### src/rtl/sd_read_arbiter_if.sv
// Requester and SD-controller signals of the block-read arbiter.
// The master side is the arbiter. The slave side is the two streamers plus the controller.
interface sd_read_arbiter_if;
  logic        req0_read;
  logic [31:0] req0_addr;
  logic        req0_accepted;
  logic        req0_byte_available;
  logic [7:0]  req0_dout;

  logic        req1_read;
  logic [31:0] req1_addr;
  logic        req1_accepted;
  logic        req1_byte_available;
  logic [7:0]  req1_dout;

  logic        sd_ready;
  logic        sd_rd;
  logic [31:0] sd_address;
  logic        sd_byte_available;
  logic [7:0]  sd_dout;

  modport master (
    input  req0_read, req0_addr,
    output req0_accepted, req0_byte_available, req0_dout,
    input  req1_read, req1_addr,
    output req1_accepted, req1_byte_available, req1_dout,
    input  sd_ready, sd_byte_available, sd_dout,
    output sd_rd, sd_address
  );

  modport slave (
    output req0_read, req0_addr,
    input  req0_accepted, req0_byte_available, req0_dout,
    output req1_read, req1_addr,
    input  req1_accepted, req1_byte_available, req1_dout,
    output sd_ready, sd_byte_available, sd_dout,
    input  sd_rd, sd_address
  );
endinterface

### src/rtl/sd_read_arbiter.sv
// Round-robin arbiter that shares one SD block-read controller between two streamers.
// It routes each block's byte stream to the owning port and aborts a stalled transfer.
module sd_read_arbiter #(
  parameter int unsigned BLOCK_BYTES    = 512,
  parameter int unsigned ADDR_SHIFT     = 9,
  parameter int unsigned TIMEOUT_CYCLES = 65535
) (
  input  logic              clk_in,
  input  logic              reset_in,
  sd_read_arbiter_if.master bus,
  output logic              busy,
  output logic              owner,
  output logic              timeout_err
);

  typedef enum logic [1:0] {IDLE, ISSUE, XFER, DRAIN} state_e;

  state_e      state_q, state_d;
  logic        owner_q, owner_d;
  logic        last_q, last_d;
  logic        acc0_q, acc0_d;
  logic        acc1_q, acc1_d;
  logic        tmo_q, tmo_d;
  logic [31:0] addr_q, addr_d;
  logic [9:0]  cnt_q, cnt_d;
  logic [15:0] idle_q, idle_d;

  logic active;
  logic strobe;
  logic win;

  assign active = (state_q == ISSUE) || (state_q == XFER);
  assign strobe = active && bus.sd_byte_available;
  // With both ports requesting, the port that did not win last time goes first.
  assign win    = (bus.req0_read && bus.req1_read) ? ~last_q : bus.req1_read;

  always_comb begin
    state_d = state_q;
    owner_d = owner_q;
    last_d  = last_q;
    addr_d  = addr_q;
    cnt_d   = cnt_q;
    idle_d  = idle_q;
    acc0_d  = 1'b0;
    acc1_d  = 1'b0;
    tmo_d   = 1'b0;

    if (strobe) cnt_d = cnt_q + 10'd1;
    if (active) idle_d = strobe ? '0 : idle_q + 16'd1;

    unique case (state_q)
      IDLE: begin
        if (bus.sd_ready && (bus.req0_read || bus.req1_read)) begin
          owner_d = win;
          last_d  = win;
          addr_d  = (win ? bus.req1_addr : bus.req0_addr) << ADDR_SHIFT;
          acc0_d  = ~win;
          acc1_d  = win;
          state_d = ISSUE;
        end
      end
      ISSUE: if (!bus.sd_ready) state_d = XFER;
      XFER:  if (32'(cnt_d) >= BLOCK_BYTES) state_d = DRAIN;
      DRAIN: begin
        if (bus.sd_ready) begin
          cnt_d   = '0;
          state_d = IDLE;
        end
      end
      default: state_d = IDLE;
    endcase

    // A stall overrides normal progress in both ISSUE and XFER.
    if (active && !strobe && (idle_q == 16'(TIMEOUT_CYCLES - 1))) begin
      tmo_d   = 1'b1;
      state_d = DRAIN;
    end
    if ((state_d == IDLE) || (state_d == DRAIN)) idle_d = '0;
  end

  always_ff @(posedge clk_in or posedge reset_in) begin
    if (reset_in) begin
      state_q <= IDLE;
      owner_q <= 1'b0;
      last_q  <= 1'b1;
      acc0_q  <= 1'b0;
      acc1_q  <= 1'b0;
      tmo_q   <= 1'b0;
      addr_q  <= '0;
      cnt_q   <= '0;
      idle_q  <= '0;
    end else begin
      state_q <= state_d;
      owner_q <= owner_d;
      last_q  <= last_d;
      acc0_q  <= acc0_d;
      acc1_q  <= acc1_d;
      tmo_q   <= tmo_d;
      addr_q  <= addr_d;
      cnt_q   <= cnt_d;
      idle_q  <= idle_d;
    end
  end

  assign bus.sd_rd               = (state_q == ISSUE);
  assign bus.sd_address          = addr_q;
  assign bus.req0_accepted       = acc0_q;
  assign bus.req1_accepted       = acc1_q;
  assign bus.req0_byte_available = strobe && !owner_q;
  assign bus.req1_byte_available = strobe && owner_q;
  assign bus.req0_dout           = (active && !owner_q) ? bus.sd_dout : '0;
  assign bus.req1_dout           = (active && owner_q) ? bus.sd_dout : '0;

  assign busy        = (state_q != IDLE);
  assign owner       = owner_q;
  assign timeout_err = tmo_q;

endmodule

### src/flat_wrapper.sv
// flat-port wrapper written by rule: the top's interface ports become plain ports
module sd_read_arbiter_flat 
#(
  parameter int unsigned BLOCK_BYTES    = 512,
  parameter int unsigned ADDR_SHIFT     = 9,
  parameter int unsigned TIMEOUT_CYCLES = 65535
)
  (clk_in, reset_in, busy, owner, timeout_err, bus_req0_read, bus_req0_addr, bus_req0_accepted, bus_req0_byte_available, bus_req0_dout, bus_req1_read, bus_req1_addr, bus_req1_accepted, bus_req1_byte_available, bus_req1_dout, bus_sd_ready, bus_sd_byte_available, bus_sd_dout, bus_sd_rd, bus_sd_address);
  sd_read_arbiter_if bus_i ();
  input  logic clk_in;
  input  logic reset_in;
  output logic busy;
  output logic owner;
  output logic timeout_err;
  input wire logic [$bits(bus_i.req0_read)-1:0] bus_req0_read;
  input wire logic [$bits(bus_i.req0_addr)-1:0] bus_req0_addr;
  output wire logic [$bits(bus_i.req0_accepted)-1:0] bus_req0_accepted;
  output wire logic [$bits(bus_i.req0_byte_available)-1:0] bus_req0_byte_available;
  output wire logic [$bits(bus_i.req0_dout)-1:0] bus_req0_dout;
  input wire logic [$bits(bus_i.req1_read)-1:0] bus_req1_read;
  input wire logic [$bits(bus_i.req1_addr)-1:0] bus_req1_addr;
  output wire logic [$bits(bus_i.req1_accepted)-1:0] bus_req1_accepted;
  output wire logic [$bits(bus_i.req1_byte_available)-1:0] bus_req1_byte_available;
  output wire logic [$bits(bus_i.req1_dout)-1:0] bus_req1_dout;
  input wire logic [$bits(bus_i.sd_ready)-1:0] bus_sd_ready;
  input wire logic [$bits(bus_i.sd_byte_available)-1:0] bus_sd_byte_available;
  input wire logic [$bits(bus_i.sd_dout)-1:0] bus_sd_dout;
  output wire logic [$bits(bus_i.sd_rd)-1:0] bus_sd_rd;
  output wire logic [$bits(bus_i.sd_address)-1:0] bus_sd_address;
  assign bus_i.req0_read = bus_req0_read;
  assign bus_i.req0_addr = bus_req0_addr;
  assign bus_req0_accepted = bus_i.req0_accepted;
  assign bus_req0_byte_available = bus_i.req0_byte_available;
  assign bus_req0_dout = bus_i.req0_dout;
  assign bus_i.req1_read = bus_req1_read;
  assign bus_i.req1_addr = bus_req1_addr;
  assign bus_req1_accepted = bus_i.req1_accepted;
  assign bus_req1_byte_available = bus_i.req1_byte_available;
  assign bus_req1_dout = bus_i.req1_dout;
  assign bus_i.sd_ready = bus_sd_ready;
  assign bus_i.sd_byte_available = bus_sd_byte_available;
  assign bus_i.sd_dout = bus_sd_dout;
  assign bus_sd_rd = bus_i.sd_rd;
  assign bus_sd_address = bus_i.sd_address;
  sd_read_arbiter #(.BLOCK_BYTES(BLOCK_BYTES), .ADDR_SHIFT(ADDR_SHIFT), .TIMEOUT_CYCLES(TIMEOUT_CYCLES)) u_core (.clk_in(clk_in), .reset_in(reset_in), .bus(bus_i), .busy(busy), .owner(owner), .timeout_err(timeout_err));
endmodule
### config.mk
export PLATFORM = sky130hd
export DESIGN_NAME = sd_read_arbiter_flat
export DESIGN_NICKNAME = d
export VERILOG_FILES = /design/src/rtl/sd_read_arbiter_if.sv /design/src/rtl/sd_read_arbiter.sv /design/src/flat_wrapper.sv
export SDC_FILE = /design/constraint.sdc
export NUM_CORES = 1
export LEC_CHECK = 0
export BUFFER_PORTS_ARGS = -buffer_cell sky130_fd_sc_hd__buf_2
export CAP_MARGIN = 20
export CORE_MARGIN = 3
export CORE_UTILIZATION = 40
export DETAILED_ROUTE_END_ITERATION = 10
export MAX_ROUTING_LAYER = met4
export PLACE_DENSITY = 0.77
export SLEW_MARGIN = 25
export SYNTH_ARGS = -nofsm -noshare
export SYNTH_HDL_FRONTEND = slang
export SYNTH_SLANG_ARGS = --single-unit
### constraint.sdc
create_clock -name clk_in -period 2.7 [get_ports clk_in]
set_clock_uncertainty 0.05 [all_clocks]
set_input_delay 0.27 -clock clk_in [delete_from_list [all_inputs] [get_ports clk_in]]
set_output_delay 0.27 -clock clk_in [all_outputs]
set_load 0.03 [all_outputs]
Word-level counts from Yosys, hierarchy flattened
Cells that the tools add are included.

Bits in registers: 56. Bits of input ports: 78. Output and inout port bits: 56. Logic and storage cells: 59.

$add $sub $neg: 2. Order comparisons: 1. Equality and inequality tests: 5. Multiplexer cells: 21. Bitwise logic cells: 2. Reduce and logical (&&, ||, !) cells: 19.

Operators by type and width (number): 16-bit 2-to-1 mux (3); 10-bit 2-to-1 mux (3); 23-bit 2-to-1 mux (1); 16-bit by 1-bit adder with 16-bit output (second input constant) (1); 16-bit equality test (second input constant) (1); 8-bit 2-to-1 mux (2); 10-bit by 1-bit adder with 10-bit output (second input constant) (1); 10-bit greater-or-equal comparator (second input constant) (1); 2-bit 2-to-1 mux (5); 1-bit logical AND (9); 2-bit one-hot mux with 4 select lines (1); 2-bit equality test (second input constant) (3); 1-bit 2-to-1 mux (6); 2-bit zero test (2); 2-bit nonzero test (2); 1-bit logical OR (3); 2-bit by 1-bit equality test with 1-bit output (second input constant) (1); 1-bit zero test (2); 1-bit inverter (2); 2-bit AND reduction (1).

Logic depth before layout (Yosys ltp)
Gate-level depths: netlist of the first run.

Depth in word-level cells: 11. Depth in mapped cells: 10. Mapped depth without buffers: 8.

Worst setup path after synthesis of the first run
OpenSTA, ideal clock, no wires.

Path type: register to register. Start point: reg u_core.state_q[0]. End point: reg u_core.idle_q[0]. Library setup time: 0.123 ns. Arrival: 2.175 ns. Data required time: 2.527 ns. Path slack: 0.353 ns. Stages on the path, launching flop included: 11. Path buffers: 2. Period minus slack after synthesis: 2.347 ns. Path through: dfrtp_1 > inv_1 > ha_1 > buf_4 > nand2_2 > nor3_4 > mux2i_1 > a31oi_4 > xor2_2 > buf_6 > nor3_1.

Cells in the longest elaborated chain, start to end: 11. Elaborated cells on any way between the ends: 24. Those cells by class: order compare: 1; eq/ne: 4; mux: 10; reduce/logical: 9.

RTL lines: start: declaration (line sd_read_arbiter.sv:18) `state_e state_q, state_d;`; start signal: assignment (line sd_read_arbiter.sv:93) `state_q <= state_d;`; 2-bit by 1-bit equality test with 1-bit output or 2-bit equality test (tied branches) (line sd_read_arbiter.sv:32, sd_read_arbiter.sv:51); 1-bit logical OR (line sd_read_arbiter.sv:32) `assign active = (state_q == ISSUE) || (state_q == XFER);`; 1-bit logical AND (line sd_read_arbiter.sv:33) `assign strobe = active && bus.sd_byte_available;`; 10-bit 2-to-1 mux (line sd_read_arbiter.sv:48) `if (strobe) cnt_d = cnt_q + 10'd1;`; 10-bit greater-or-equal comparator (line sd_read_arbiter.sv:63) `XFER: if (32'(cnt_d) >= BLOCK_BYTES) state_d = DRAIN;`; 2-bit 2-to-1 mux (line sd_read_arbiter.sv:63); 2-bit one-hot mux with 4 select lines (line sd_read_arbiter.sv:51) `unique case (state_q)`; 2-bit 2-to-1 mux (line sd_read_arbiter.sv:74) `if (active && !strobe && (idle_q == 16'(TIMEOUT_CYCLES - 1))) begin`; 2-bit equality test or 2-bit zero test (tied branches) (line sd_read_arbiter.sv:78) `if ((state_d == IDLE) || (state_d == DRAIN)) idle_d = '0;`; 1-bit logical OR (line sd_read_arbiter.sv:78); 16-bit 2-to-1 mux or 2-bit nonzero test (tied branches); end signal: assignment (line sd_read_arbiter.sv:101) `idle_q <= idle_d;`; end: declaration (line sd_read_arbiter.sv:26) `logic [15:0] idle_q, idle_d;`.

Parallel ways exist; a longest one is shown, timed or not. The select of a mux whose other input is x is not followed. A chain may end at the register's enable or synchronous reset.

Worst setup path after layout of the first run
Start point: reg u_core.state_q[0]. End point: out bus_req0_dout[3].

Cells in the longest elaborated chain, start to end: 4. Elaborated cells on any way between the ends: 5. Those cells by class: eq/ne: 2; mux: 1; reduce/logical: 2.

RTL lines: 2-bit by 1-bit equality test with 1-bit output or 2-bit equality test (tied branches) (line sd_read_arbiter.sv:32); 1-bit logical OR (*) (line sd_read_arbiter.sv:32); 1-bit logical AND (*) (line sd_read_arbiter.sv:111) `assign bus.req0_dout = (active && !owner_q) ? bus.sd_dout : '0;`; 8-bit 2-to-1 mux (*) (line sd_read_arbiter.sv:111); end: declaration (line flat_wrapper.sv:19) `output wire logic [$bits(bus_i.req0_dout)-1:0] bus_req0_dout;`.

Every way passes the cells marked *; elsewhere a longest branch is shown, timed or not.

==> impl_summary.log, run 1 <==
INFO  metric outcome = completed
INFO  metric cts-buffers-inserted = 5
INFO  metric floorplan.initialDensity = a little over two fifths
INFO  metric timing.final.crit_period = 2.49 ns
INFO  metric crit_end_element = output pin
INFO  metric overflow = 0
INFO  metric syn_inst = 330
INFO  metric timing.critical_path.mode_cell = sky130_fd_sc_hd__inv_1
INFO  metric post_synth_main_area_contributors = sky130_fd_sc_hd__dfrtp_1 (45%), sky130_fd_sc_hd__mux2i_1 (8.2%), sky130_fd_sc_hd__o21ai_0 (4.9%)
INFO  metric tritoncts_clock_tree = built
INFO  metric power.combinational.fraction = about half
INFO  metric crit-reg2reg-capture = u_core.idle_q[6]
INFO  metric die_width = 93.5 µm
INFO  metric fmax = roughly 400 MHz
INFO  metric fill_cells = 674
INFO  metric kind_of_cell_with_the_highest_combined_delay_on_the_critical_path = buffers and inverters
INFO  metric synthArstFlopShare = 100%
INFO  metric cts-root-to-sink-buffers = 2
INFO  metric yosys.area.top_type_share = 44.9%
INFO  metric post_route_cells_drive_above_1_share = approximately a third
INFO  metric die_area = ~0.0087 mm²
INFO  metric vdd_drop_max = 0.569 mV
INFO  metric synth_area_leader_cell = sky130_fd_sc_hd__dfrtp_1
INFO  metric io-pin-count = 134
INFO  metric path_class = flop to output pin
INFO  metric ff2ff_path_depth = 9
INFO  metric grt_util_all_layers = 16.9%
INFO  metric path_category_of_the_worst_min_delay_check = input pin to async pin
INFO  metric hpwl = 5.32 mm
INFO  metric setup_slack_reg_to_reg = 0.26 ns
INFO  metric grt_setup_unrepaired = no
INFO  metric prevailing_post_synth_register_cell = sky130_fd_sc_hd__dfrtp_1
INFO  metric synth_edf_count = 0
INFO  metric gp_congestion = 0.842
INFO  metric ys_seq_elements = between 50 and 60
INFO  metric detail_route.first_pass.iterations = 4
INFO  metric place_ws = 0.199 ns
INFO  metric end_of_flow_core_utilization = between 50 and 60%
INFO  metric cell_internal_pwr = 1.93 mW
INFO  metric fin_setup_tns = 0 ns
INFO  metric ant_nets = 0
INFO  metric timing.critical_path.from_type = flop
INFO  metric worst_slack = 0.212 ns
INFO  metric setup_violations = 0
INFO  metric netlist_top_cells_count = sky130_fd_sc_hd__dfrtp_1 (55), sky130_fd_sc_hd__nand2_1 (39), sky130_fd_sc_hd__o21ai_0 (30)
INFO  metric share_clk_of_total_power = 15.1%
INFO  metric finalMaxSlewViolations = 0
INFO  metric clkLatencyLatePin = a little over 0.3 ns
INFO  metric arrival = 2.17 ns
INFO  metric die_height = 93.5 µm
INFO  metric critPathSlowestCell = sky130_fd_sc_hd__dfrtp_1
INFO  metric finalHoldViolCount = 0
INFO  metric drt-vias-per-instance = ~5.0
INFO  metric placementRows = 31
INFO  metric num_antenna_cells = 0
INFO  metric wl_per_cell = 13.0 µm
INFO  metric cellLeakagePower = 1.96 nW
INFO  metric coreArea = 0.00733 mm²
INFO  metric max-cap-violations = 0
INFO  metric antenna_violations_before_repair = 0
INFO  metric drt-initial-drc-count = 151
INFO  metric port_buffers = 106
INFO  metric path_cells = inv_1 -> ha_1 -> buf_4 -> inv_1 -> nor2_2 -> and2_1 -> buf_2
INFO  metric area_growth_syn_to_layout = 24.6%
INFO  metric r2r-start = u_core.state_q[0]
INFO  metric tightest_slew = around 0.8 ns
INFO  metric grt_start_max_net_pins = 35
INFO  metric clkSinkCount = 56
INFO  metric post_synth_num_cell_types = 41
INFO  metric root_buffer = sky130_fd_sc_hd__clkbuf_8
INFO  metric post_synth.cell_area_avg = 9.29 µm²
INFO  metric synth-seq-area-share = 45.8%
INFO  metric critical_path.max_stage_delay = 0.43 ns
INFO  metric synth-warning-count = 0
INFO  metric clkSlewWorstSetupHoldPaths = 0.10 ns
INFO  metric synthesis.area = 0.00307 mm²
INFO  metric worst-endpoint-required = between 2 and 2.5 ns
INFO  metric p_sw_share = 47.4%
INFO  metric drt_wl_total = 6.97 mm
INFO  metric route.detailed.drc = 0
INFO  metric power.sequential.fraction = 33.8%
INFO  metric power_per_cell_area = 960 mW/mm²
INFO  metric worst_path_bufs_invs = 4
INFO  metric routed-via-count = 2661
INFO  metric path_max_fanout = 18
INFO  metric design.final.nets = 522
INFO  metric grt_pass1_vias = 2646
INFO  metric period_utilization = 92.1%
INFO  metric wire_length_of_the_first_global_routing_pass = 11.8 mm
INFO  metric slew_headroom = 46.6%
INFO  metric synth_most_common_cell = sky130_fd_sc_hd__dfrtp_1
INFO  metric switching_power = 1.74 mW
INFO  metric clock_tree.htree_level_count = 2
routing by layer:
metal / vias up / track usage, % / part of all wire, %
li1: 1322 / - / -
met1: 1248 / 21.2 / 45
met2: 89 / 28.5 / 49
met3: 2 / 3.14 / 6.1
met4: 0 / 3.73 / 0.49
met5: - / - / 0
area by class of cell:
cell class                 count  area [µm²]  area share, %
sequential                    56        1400           36.7
clock inverter                 2        35.0          0.917
inverter                       9        33.8          0.885
clock buffer                   6        72.6           1.90
tap                           99         124           3.24
multi-input combinational    247        1530           40.1
timing repair buffer         118         621           16.3
power groups by stage:
stage / sequential (mW) / clock, mW / combinational (mW)
after floorplan: 1.56 / 0 / 1.03
final: 1.24 / 0.554 / 1.87
after CTS: 1.24 / 0.562 / 1.88
after global placement: 1.24 / 0 / 1.83
after detailed placement: 1.24 / 0 / 1.89
after global routing: 1.28 / 0.589 / 2.05
stage by stage:
step                      instances  hold WS, ns  power [mW]  instance area, µm²
after floorplan                 338        0.387        2.60                3100
after global placement          528        0.369        3.07                3700
after detailed placement        528        0.378        3.13                3700
after CTS                       536       0.0363        3.69                3800
after global routing            537       0.0764        3.91                3820
final                           537      0.00702        3.67                3820
registers in the layout (all words and copies together), names as in the netlist:
| register | count |
|---|---|
| u_core.bus.req0_accepted | 1 |
| u_core.bus.req1_accepted | 1 |
| u_core.bus.sd_address | 23 |
| u_core.cnt_q | 10 |
| u_core.idle_q | 16 |
| u_core.last_q | 1 |
| u_core.owner | 1 |
| u_core.state_q | 2 |
| u_core.timeout_err | 1 |
how the worst max path moves through the flow:
stage / startpoint / endpoint / slack (ns) / cells past startpoint
after floorplan: u_core.state_q[0] / u_core.idle_q[0] / 0.35 / 10
after global placement: u_core.state_q[0] / u_core.idle_q[6] / 0.24 / 9
after detailed placement: u_core.state_q[0] / u_core.idle_q[8] / 0.20 / 9
after CTS: u_core.state_q[0] / bus_req0_dout[3] / 0.08 / 7
after global routing: u_core.state_q[0] / u_core.idle_q[6] / 0.02 / 9
final: u_core.state_q[0] / bus_req0_dout[3] / 0.21 / 7
timing repair:
action,4_1_cts,5_1_grt
setup endpoints to repair,0,10
resized for setup,0,2
hold buffers,0,0
buffers inserted,0,1
logic make-up after synthesis:
logic type | synth area share [%]
AO/OA/AOI/OAI | 9.67
adder cells (fa/ha/maj) | 2.86
flip-flops | 45.8
AND/OR/NAND/NOR | 22.3
multiplexers | 8.90
XOR/XNOR | 4.53
buffers and inverters | 5.88
other | 0.122
layout by cell type, fill, tap and decap left out, types with 3 or more instances in the layout:
master | netlist | routed
sky130_fd_sc_hd__buf_2 | 3 | 106
sky130_fd_sc_hd__dfrtp_1 | 55 | 55
sky130_fd_sc_hd__nand2_1 | 39 | 39
sky130_fd_sc_hd__o21ai_0 | 30 | 30
sky130_fd_sc_hd__mux2i_1 | 25 | 24
sky130_fd_sc_hd__nor2_1 | 24 | 23
sky130_fd_sc_hd__nor3_1 | 17 | 17
sky130_fd_sc_hd__a21oi_1 | 15 | 15
sky130_fd_sc_hd__nand3_1 | 13 | 13
sky130_fd_sc_hd__buf_4 | 10 | 12
sky130_fd_sc_hd__and3_1 | 11 | 11
sky130_fd_sc_hd__and2_1 | 11 | 11
sky130_fd_sc_hd__conb_1 | 1 | 9
sky130_fd_sc_hd__inv_1 | 9 | 8
sky130_fd_sc_hd__xnor2_1 | 7 | 7
sky130_fd_sc_hd__xor2_1 | 7 | 7
sky130_fd_sc_hd__ha_1 | 7 | 7
sky130_fd_sc_hd__nand4_1 | 6 | 6
sky130_fd_sc_hd__clkbuf_8 | 0 | 5
sky130_fd_sc_hd__nor4_1 | 3 | 3
worst register-to-register path, stage by stage (launching register included):
cell and delay [ns]:
sky130_fd_sc_hd__dfrtp_1 0.43, sky130_fd_sc_hd__inv_1 0.15, sky130_fd_sc_hd__ha_1 0.35, sky130_fd_sc_hd__nand2_2 0.08, sky130_fd_sc_hd__nor3_4 0.21, sky130_fd_sc_hd__mux2i_2 0.32, sky130_fd_sc_hd__a31oi_4 0.13, sky130_fd_sc_hd__xor2_2 0.18
sky130_fd_sc_hd__buf_4 0.19, sky130_fd_sc_hd__nor4_1 0.26
No activity file was read; power rests on OpenSTA's default activity.
==> inputs of run 2 (changes only) <==
==> constraint.sdc (replaced) <==
create_clock -name clk_in -period 2.7 [get_ports clk_in]
set_clock_uncertainty 0.05 [all_clocks]
set_input_delay 0.135 -clock clk_in [delete_from_list [all_inputs] [get_ports clk_in]]
set_output_delay 0.135 -clock clk_in [all_outputs]
set_load 0.03 [all_outputs]
==> impl_summary.log, run 2 (synthesis gave the netlist of run 1 again) <==
INFO  metric outcome = completed (unchanged)
INFO  metric ant_nets = 0 (unchanged)
INFO  metric period_utilization = 90.5% (was 92.1%)
INFO  metric root_buffer = sky130_fd_sc_hd__clkbuf_8 (unchanged)
INFO  metric arrival = 2.60 ns (was 2.17 ns)
INFO  metric die_width = 93.5 µm (unchanged)
INFO  metric floorplan.initialDensity = 41.8% (unchanged)
INFO  metric slew_headroom = 54.3% (was 46.6%)
INFO  metric gp_congestion = 0.802 (was 0.842)
INFO  metric fmax = 409 MHz (was 402 MHz)
INFO  metric detail_route.first_pass.iterations = 4 (unchanged)
INFO  metric timing.critical_path.from_type = flop (unchanged)
INFO  metric finalHoldWorstSlack = 0.0526 ns (was 0.00702 ns)
INFO  metric clkLatencyLatePin = 0.31 ns (about the same)
INFO  metric layout.cells.most_common = sky130_fd_sc_hd__buf_2 (unchanged)
INFO  metric overflow = 0 (unchanged)
INFO  metric stdcell_area = 0.00385 mm² (was 0.00382 mm²)
INFO  metric critPathSlowestCell = sky130_fd_sc_hd__dfrtp_1 (unchanged)
INFO  metric finalHoldViolCount = 0 (unchanged)
INFO  metric coreArea = 0.00733 mm² (unchanged)
INFO  metric critical_path.max_stage_delay = 0.37 ns (was 0.43 ns)
INFO  metric worstSetupStartpoint = u_core.state_q[0] (unchanged)
INFO  metric drt-vias-per-instance = 4.88 (was 4.96)
INFO  metric path_cells = inv_1 -> ha_1 -> nand2_2 -> nor3_4 -> mux2i_2 -> a31oi_4 -> xor2_2 -> buf_4 -> nor4_1 (was inv_1 -> ha_1 -> buf_4 -> inv_1 -> nor2_2 -> and2_1 -> buf_2)
INFO  metric die_area = 0.00875 mm² (unchanged)
INFO  metric routed-via-count = 2619 (was 2661)
INFO  metric die_height = 93.5 µm (unchanged)
INFO  metric setup_violations = 0 (unchanged)
INFO  metric power_per_cell_area = 976 mW/mm² (was 960 mW/mm²)
INFO  metric power = 3.76 mW (was 3.67 mW)
INFO  metric fin_setup_tns = 0 ns (unchanged)
INFO  metric worst_path_bufs_invs = 2 (was 4)
INFO  metric critical_path_cell_count = 9 (was 7)
INFO  metric io-pin-count = 134 (unchanged)
INFO  metric crit-reg2reg-capture = u_core.idle_q[8] (was u_core.idle_q[6])
INFO  metric cts-root-to-sink-buffers = 2 (unchanged)
INFO  metric wl_per_cell = 12.8 µm (was 13.0 µm)
INFO  metric timing.final.crit_period = 2.44 ns (was 2.49 ns)
INFO  metric vdd_drop_max = 0.667 mV (was 0.569 mV)
INFO  metric worst-endpoint-required = 2.86 ns (was 2.38 ns)
INFO  metric antenna_violations_before_repair = 0 (unchanged)
INFO  metric clkSinkCount = 56 (unchanged)
INFO  metric grt_util_all_layers = 16.8% (was 16.9%)
INFO  metric final_cell_mix = sky130_fd_sc_hd__buf_2 (106), sky130_fd_sc_hd__dfrtp_1 (55), sky130_fd_sc_hd__nand2_1 (39), sky130_fd_sc_hd__o21ai_0 (30), sky130_fd_sc_hd__mux2i_1 (24) (unchanged)
INFO  metric path_max_fanout = 16 (was 18)
INFO  metric worstSetupEndpoint = u_core.idle_q[8] (was bus_req0_dout[3])
INFO  metric wire_length_of_the_first_global_routing_pass = 11.8 mm (about the same)
INFO  metric drt_wl_total = 6.87 mm (was 6.97 mm)
INFO  metric crit_end_element = flop (was output pin)
INFO  metric hpwl = 5.10 mm (was 5.32 mm)
INFO  metric setup_slack_reg_to_reg = 0.26 ns (about the same)
INFO  metric cts-buffers-inserted = 5 (unchanged)
INFO  metric cellLeakagePower = 1.97 nW (was 1.96 nW)
INFO  metric post_route_cells_drive_above_1_share = 31.5% (was 31.7%)
INFO  metric path_category_of_the_worst_min_delay_check = input pin to flop (was input pin to async pin)
INFO  metric num_antenna_cells = 0 (unchanged)
INFO  metric ff2ff_path_depth = 9 (unchanged)
INFO  metric grt_pass1_vias = 2589 (was 2646)
INFO  metric max-cap-violations = 0 (unchanged)
INFO  metric grt_start_max_net_pins = 57 (was 35)
INFO  metric kind_of_cell_with_the_highest_combined_delay_on_the_critical_path = simple AND/OR/NAND/NOR gates (was buffers and inverters)
INFO  metric drt-initial-drc-count = 147 (was 151)
INFO  metric finalMaxSlewViolations = 0 (unchanged)
INFO  metric tightest_slew = 0.685 ns (was 0.799 ns)
INFO  metric grt_setup_unrepaired = no (unchanged)
INFO  metric clkSlewWorstSetupHoldPaths = 0.10 ns (about the same)
INFO  metric design.final.nets = 522 (unchanged)
INFO  metric r2r-start = u_core.state_q[0] (unchanged)
INFO  metric area_growth_syn_to_layout = 25.5% (was 24.6%)
INFO  metric route.detailed.drc = 0 (unchanged)
INFO  metric tritoncts_clock_tree = built (unchanged)
INFO  metric placementRows = 31 (unchanged)
INFO  metric path_class = flop to flop (was flop to output pin)
INFO  metric largest_register_ffs = 23 (unchanged)
INFO  metric port_buffers = 106 (unchanged)
INFO  metric detailed_place.area = 0.00367 mm² (was 0.00370 mm²)
INFO  metric clock_tree.htree_level_count = 2 (unchanged)
[run 2: cell types whose count changed in the layout (fill, tap and decap cells not counted), sizes merged]
cell	delta
buf	-1
bufinv	+1
clkinv	-1
dlygate4sd3	+1
[run 2: worst register-to-register path, stage by stage (launching register included)]
cell and delay, ns:
sky130_fd_sc_hd__dfrtp_1 0.37, sky130_fd_sc_hd__inv_1 0.12, sky130_fd_sc_hd__ha_1 0.34, sky130_fd_sc_hd__nand2_2 0.08
sky130_fd_sc_hd__nor3_4 0.28, sky130_fd_sc_hd__mux2i_2 0.33, sky130_fd_sc_hd__a31oi_4 0.14, sky130_fd_sc_hd__xor2_2 0.19
sky130_fd_sc_hd__buf_4 0.19, sky130_fd_sc_hd__nor4_1 0.26
[run 2: area by class of cell]
class                           instances  area [µm²]
Timing Repair Buffer                  118         623
Inverter                                9        33.8
Fill cell                             649        3480
Clock buffer                            6        72.6
Tap cell                               99         124
Multi-Input combinational cell        247        1530
Clock inverter                          2        60.1
Sequential cell                        56        1400
[run 2: timing repair]
item                       CTS  global route
gates resized for setup      0             2
setup buffers                0             3
hold buffers                 1             0
hold endpoints to repair    55             0
setup endpoints to repair    0            14
[run 2: stage by stage]
| stage | instances | setup WS [ns] | util [%] |
|---|---|---|---|
| detailed placement | 525 | 0.118 | 50.1 |
| global route | 537 | 0.0693 | 52.5 |
| global placement | 525 | 0.242 | 50.1 |
| CTS | 534 | 0.0777 | 52.1 |
| floorplan | 338 | 0.353 | - |
| finish | 537 | 0.256 | 52.5 |
[run 2: report_power, final]
group | switching [mW] | internal, mW | leakage, nW | total [mW]
clock | 0.277 | 0.371 | 0.0654 | 0.648
combinational | 1.29 | 0.578 | 1.17 | 1.87
sequential | 0.168 | 1.07 | 0.733 | 1.24
total | 1.73 | 2.02 | 1.97 | 3.76
[run 2: layer usage]
metal	wire (µm)	GRT usage, %	vias to the layer above	part of all wire [%]
met5	0	-	-	0
met4	62	4.57	0	0.90
met3	432	3.70	9	6.3
met2	3370	26.9	85	49
met1	3000	21.8	1197	44
li1	-	-	1328	-
[run 2: worst min-delay path by stage]
stage / startpoint / endpoint / slack, ns / cells after the start
global route: bus_req0_addr[2] / u_core.bus.sd_address[11] / 0.07 / 3
finish: bus_req0_addr[5] / u_core.bus.sd_address[14] / 0.05 / 3
global placement: reset_in / u_core.bus.sd_address[17] / 0.32 / 3
detailed placement: reset_in / u_core.bus.sd_address[17] / 0.32 / 3
floorplan: bus_req0_addr[16] / u_core.bus.sd_address[25] / 0.28 / 2
CTS: bus_req0_addr[5] / u_core.bus.sd_address[14] / 0.05 / 3
==> inputs of run 3 (changes only) <==
--- a/config.mk
+++ b/config.mk
@@ -5,7 +5,7 @@
 export SDC_FILE = /design/constraint.sdc
 export NUM_CORES = 1
 export LEC_CHECK = 0
-export BUFFER_PORTS_ARGS = -buffer_cell sky130_fd_sc_hd__buf_2
+export BUFFER_PORTS_ARGS = -buffer_cell sky130_fd_sc_hd__buf_4
 export CAP_MARGIN = 20
 export CORE_MARGIN = 3
 export CORE_UTILIZATION = 40
==> impl_summary.log, run 3 (synthesis gave the netlist of run 1 again) <==
INFO  metric outcome = completed (unchanged)
INFO  metric clkSinkCount = 56 (unchanged)
INFO  metric slew_headroom = 53.9% (was 54.3%)
INFO  metric path_max_fanout = 11 (was 16)
INFO  metric timing.hold.worst.start = bus_req0_addr[9] (was bus_req0_addr[5])
INFO  metric hpwl = 5.37 mm (was 5.10 mm)
INFO  metric crit_end_element = flop (unchanged)
INFO  metric path_cells = inv_1 -> ha_1 -> nand2_2 -> nor3_4 -> mux2i_1 -> a31oi_4 -> xor2_2 -> buf_4 -> a211oi_1 (was inv_1 -> ha_1 -> nand2_2 -> nor3_4 -> mux2i_2 -> a31oi_4 -> xor2_2 -> buf_4 -> nor4_1)
INFO  metric kind_of_cell_with_the_highest_combined_delay_on_the_critical_path = flip-flops (was simple AND/OR/NAND/NOR gates)
INFO  metric drt-vias-per-instance = 4.90 (was 4.88)
INFO  metric gp_congestion = 0.849 (was 0.802)
INFO  metric port_buffers = 106 (unchanged)
INFO  metric area_growth_syn_to_layout = 32.4% (was 25.5%)
INFO  metric worst-endpoint-required = 2.86 ns (about the same)
INFO  metric fin_setup_tns = 0 ns (unchanged)
INFO  metric worst_slack = 0.165 ns (was 0.256 ns)
INFO  metric grt_setup_unrepaired = no (unchanged)
INFO  metric route.detailed.drc = 0 (unchanged)
INFO  metric finalMaxSlewViolations = 0 (unchanged)
INFO  metric r2r-start = u_core.state_q[0] (unchanged)
INFO  metric critical_path.max_stage_delay = 0.44 ns (was 0.37 ns)
INFO  metric setup_violations = 0 (unchanged)
INFO  metric clkLatencyLatePin = 0.31 ns (about the same)
INFO  metric timing.final.crit_period = 2.53 ns (was 2.44 ns)
INFO  metric layout.cells.most_common = sky130_fd_sc_hd__buf_4 (was sky130_fd_sc_hd__buf_2)
INFO  metric post_route_cells_drive_above_1_share = 30.8% (was 31.5%)
INFO  metric cts-buffers-inserted = 5 (unchanged)
INFO  metric die_height = 93.5 µm (unchanged)
INFO  metric clkSlewWorstSetupHoldPaths = 0.10 ns (about the same)
INFO  metric power_per_cell_area = 947 mW/mm² (was 976 mW/mm²)
INFO  metric critPathSlowestCell = sky130_fd_sc_hd__dfrtp_1 (unchanged)
INFO  metric worstSetupStartpoint = u_core.state_q[0] (unchanged)
INFO  metric die_area = 0.00875 mm² (unchanged)
INFO  metric root_buffer = sky130_fd_sc_hd__clkbuf_8 (unchanged)
INFO  metric grt_pass1_vias = 2563 (was 2589)
INFO  metric drt-initial-drc-count = 140 (was 147)
INFO  metric drt_wl_total = 6.94 mm (was 6.87 mm)
INFO  metric coreArea = 0.00733 mm² (unchanged)
INFO  metric floorplan.initialDensity = 41.8% (unchanged)
INFO  metric cts-root-to-sink-buffers = 2 (unchanged)
INFO  metric timing.critical_path.from_type = flop (unchanged)
INFO  metric tritoncts_clock_tree = built (unchanged)
INFO  metric arrival = 2.70 ns (was 2.60 ns)
INFO  metric worst_path_bufs_invs = 2 (unchanged)
INFO  metric clock_tree.htree_level_count = 2 (unchanged)
INFO  metric path_category_of_the_worst_min_delay_check = input pin to flop (unchanged)
INFO  metric wire_length_of_the_first_global_routing_pass = 11.7 mm (was 11.8 mm)
INFO  metric max-cap-violations = 0 (unchanged)
INFO  metric fmax = 395 MHz (was 409 MHz)
INFO  metric cellLeakagePower = 2.01 nW (was 1.97 nW)
INFO  metric place_ws = 0.189 ns (was 0.118 ns)
INFO  metric period_utilization = 93.9% (was 90.5%)
INFO  metric grt_util_all_layers = 16.7% (was 16.8%)
INFO  metric tightest_slew = 0.692 ns (was 0.685 ns)
INFO  metric overflow = 0 (unchanged)
INFO  metric end_of_flow_core_utilization = 55.4% (was 52.5%)
INFO  metric power = 3.84 mW (was 3.76 mW)
INFO  metric finalHoldWorstSlack = 0.0604 ns (was 0.0526 ns)
INFO  metric num_antenna_cells = 0 (unchanged)
INFO  metric routed-via-count = 2618 (was 2619)
INFO  metric finalHoldViolCount = 0 (unchanged)
INFO  metric wl_per_cell = 13.0 µm (was 12.8 µm)
INFO  metric vdd_drop_max = 0.486 mV (was 0.667 mV)
INFO  metric cts_post_setup_buffers_inserted = 0 (unchanged)
INFO  metric antenna_violations_before_repair = 0 (unchanged)
INFO  metric largest_register_ffs = 23 (unchanged)
INFO  metric detail_route.first_pass.iterations = 4 (unchanged)
INFO  metric path_class = flop to flop (unchanged)
INFO  metric grt_start_max_net_pins = 57 (unchanged)
INFO  metric placementRows = 31 (unchanged)
INFO  metric final_cell_mix = sky130_fd_sc_hd__buf_4 (114), sky130_fd_sc_hd__dfrtp_1 (55), sky130_fd_sc_hd__nand2_1 (39), sky130_fd_sc_hd__o21ai_0 (30), sky130_fd_sc_hd__mux2i_1 (25) (was sky130_fd_sc_hd__buf_2 (106), sky130_fd_sc_hd__dfrtp_1 (55), sky130_fd_sc_hd__nand2_1 (39), sky130_fd_sc_hd__o21ai_0 (30), sky130_fd_sc_hd__mux2i_1 (24))
INFO  metric design.final.nets = 519 (was 522)
INFO  metric ant_nets = 0 (unchanged)
INFO  metric die_width = 93.5 µm (unchanged)
INFO  metric io-pin-count = 134 (unchanged)
## run 3: cell count changes in the layout (fill, tap and decap cells not counted), sizes merged
cell | before | now
bufinv | 2 | 1
buf | 117 | 114
clkinv | 0 | 1
## run 3: final cells by class
cell class              instances  area [µm²]
clock buffers                   6        72.6
well taps                      99         124
repair buffers                115         866
multi-input cells             247        1530
clock inverters                 2        35.0
flip-flops and latches         56        1400
inverters                       9        33.8
fillers                       668        3270
## run 3: layer usage
metal / share of wire, % / vias up / GRT usage, %
met1: 43 / 1208 / 21.6
met4: 1.0 / 0 / 3.85
li1: - / 1318 / -
met2: 48 / 82 / 26.6
met5: 0 / - / -
met3: 7.4 / 10 / 4.51
## run 3: stage by stage
| stage | instances | cell area [µm²] |
|---|---|---|
| 3_3_place_gp | 525 | 3940 |
| 6_report | 534 | 4060 |
| 5_1_grt | 534 | 4060 |
| 4_1_cts | 534 | 4060 |
| 2_1_floorplan | 338 | 3100 |
| 3_5_place_dp | 525 | 3940 |
## run 3: worst reg2reg max path, stage by stage (launching register included)
cell and delay, ns:
sky130_fd_sc_hd__dfrtp_1 0.44, sky130_fd_sc_hd__inv_1 0.16, sky130_fd_sc_hd__ha_1 0.35, sky130_fd_sc_hd__nand2_2 0.08, sky130_fd_sc_hd__nor3_4 0.27, sky130_fd_sc_hd__mux2i_1 0.31
sky130_fd_sc_hd__a31oi_4 0.13, sky130_fd_sc_hd__xor2_2 0.23, sky130_fd_sc_hd__buf_4 0.20, sky130_fd_sc_hd__a211oi_1 0.23
## run 3: where the power goes
group | internal, mW | switching [mW] | leakage (nW)
Combinational | 0.747 | 1.31 | 1.22
Clock | 0.276 | 0.264 | 0.0552
Sequential | 1.07 | 0.180 | 0.733
## run 3: path summary, 6_finish.rpt
path                            slack (ns)  cells after the start                         to
worst max-delay path                  0.17                      9          u_core.idle_q[13]
worst min-delay path                  0.06                      3  u_core.bus.sd_address[18]
worst max register to register        0.17                      9          u_core.idle_q[13]
worst min register to register        0.44                      2  u_core.bus.sd_address[11]
max in group asynchronous             1.61                      4           u_core.idle_q[9]
min in group asynchronous             0.53                      4  u_core.bus.sd_address[17]
## run 3: repair_timing
item | CTS | global route
endpoints found under the hold margin | 22 | 0
endpoints found under the setup margin | 0 | 9
hold buffers | 1 | 0
resized for setup | 0 | 1
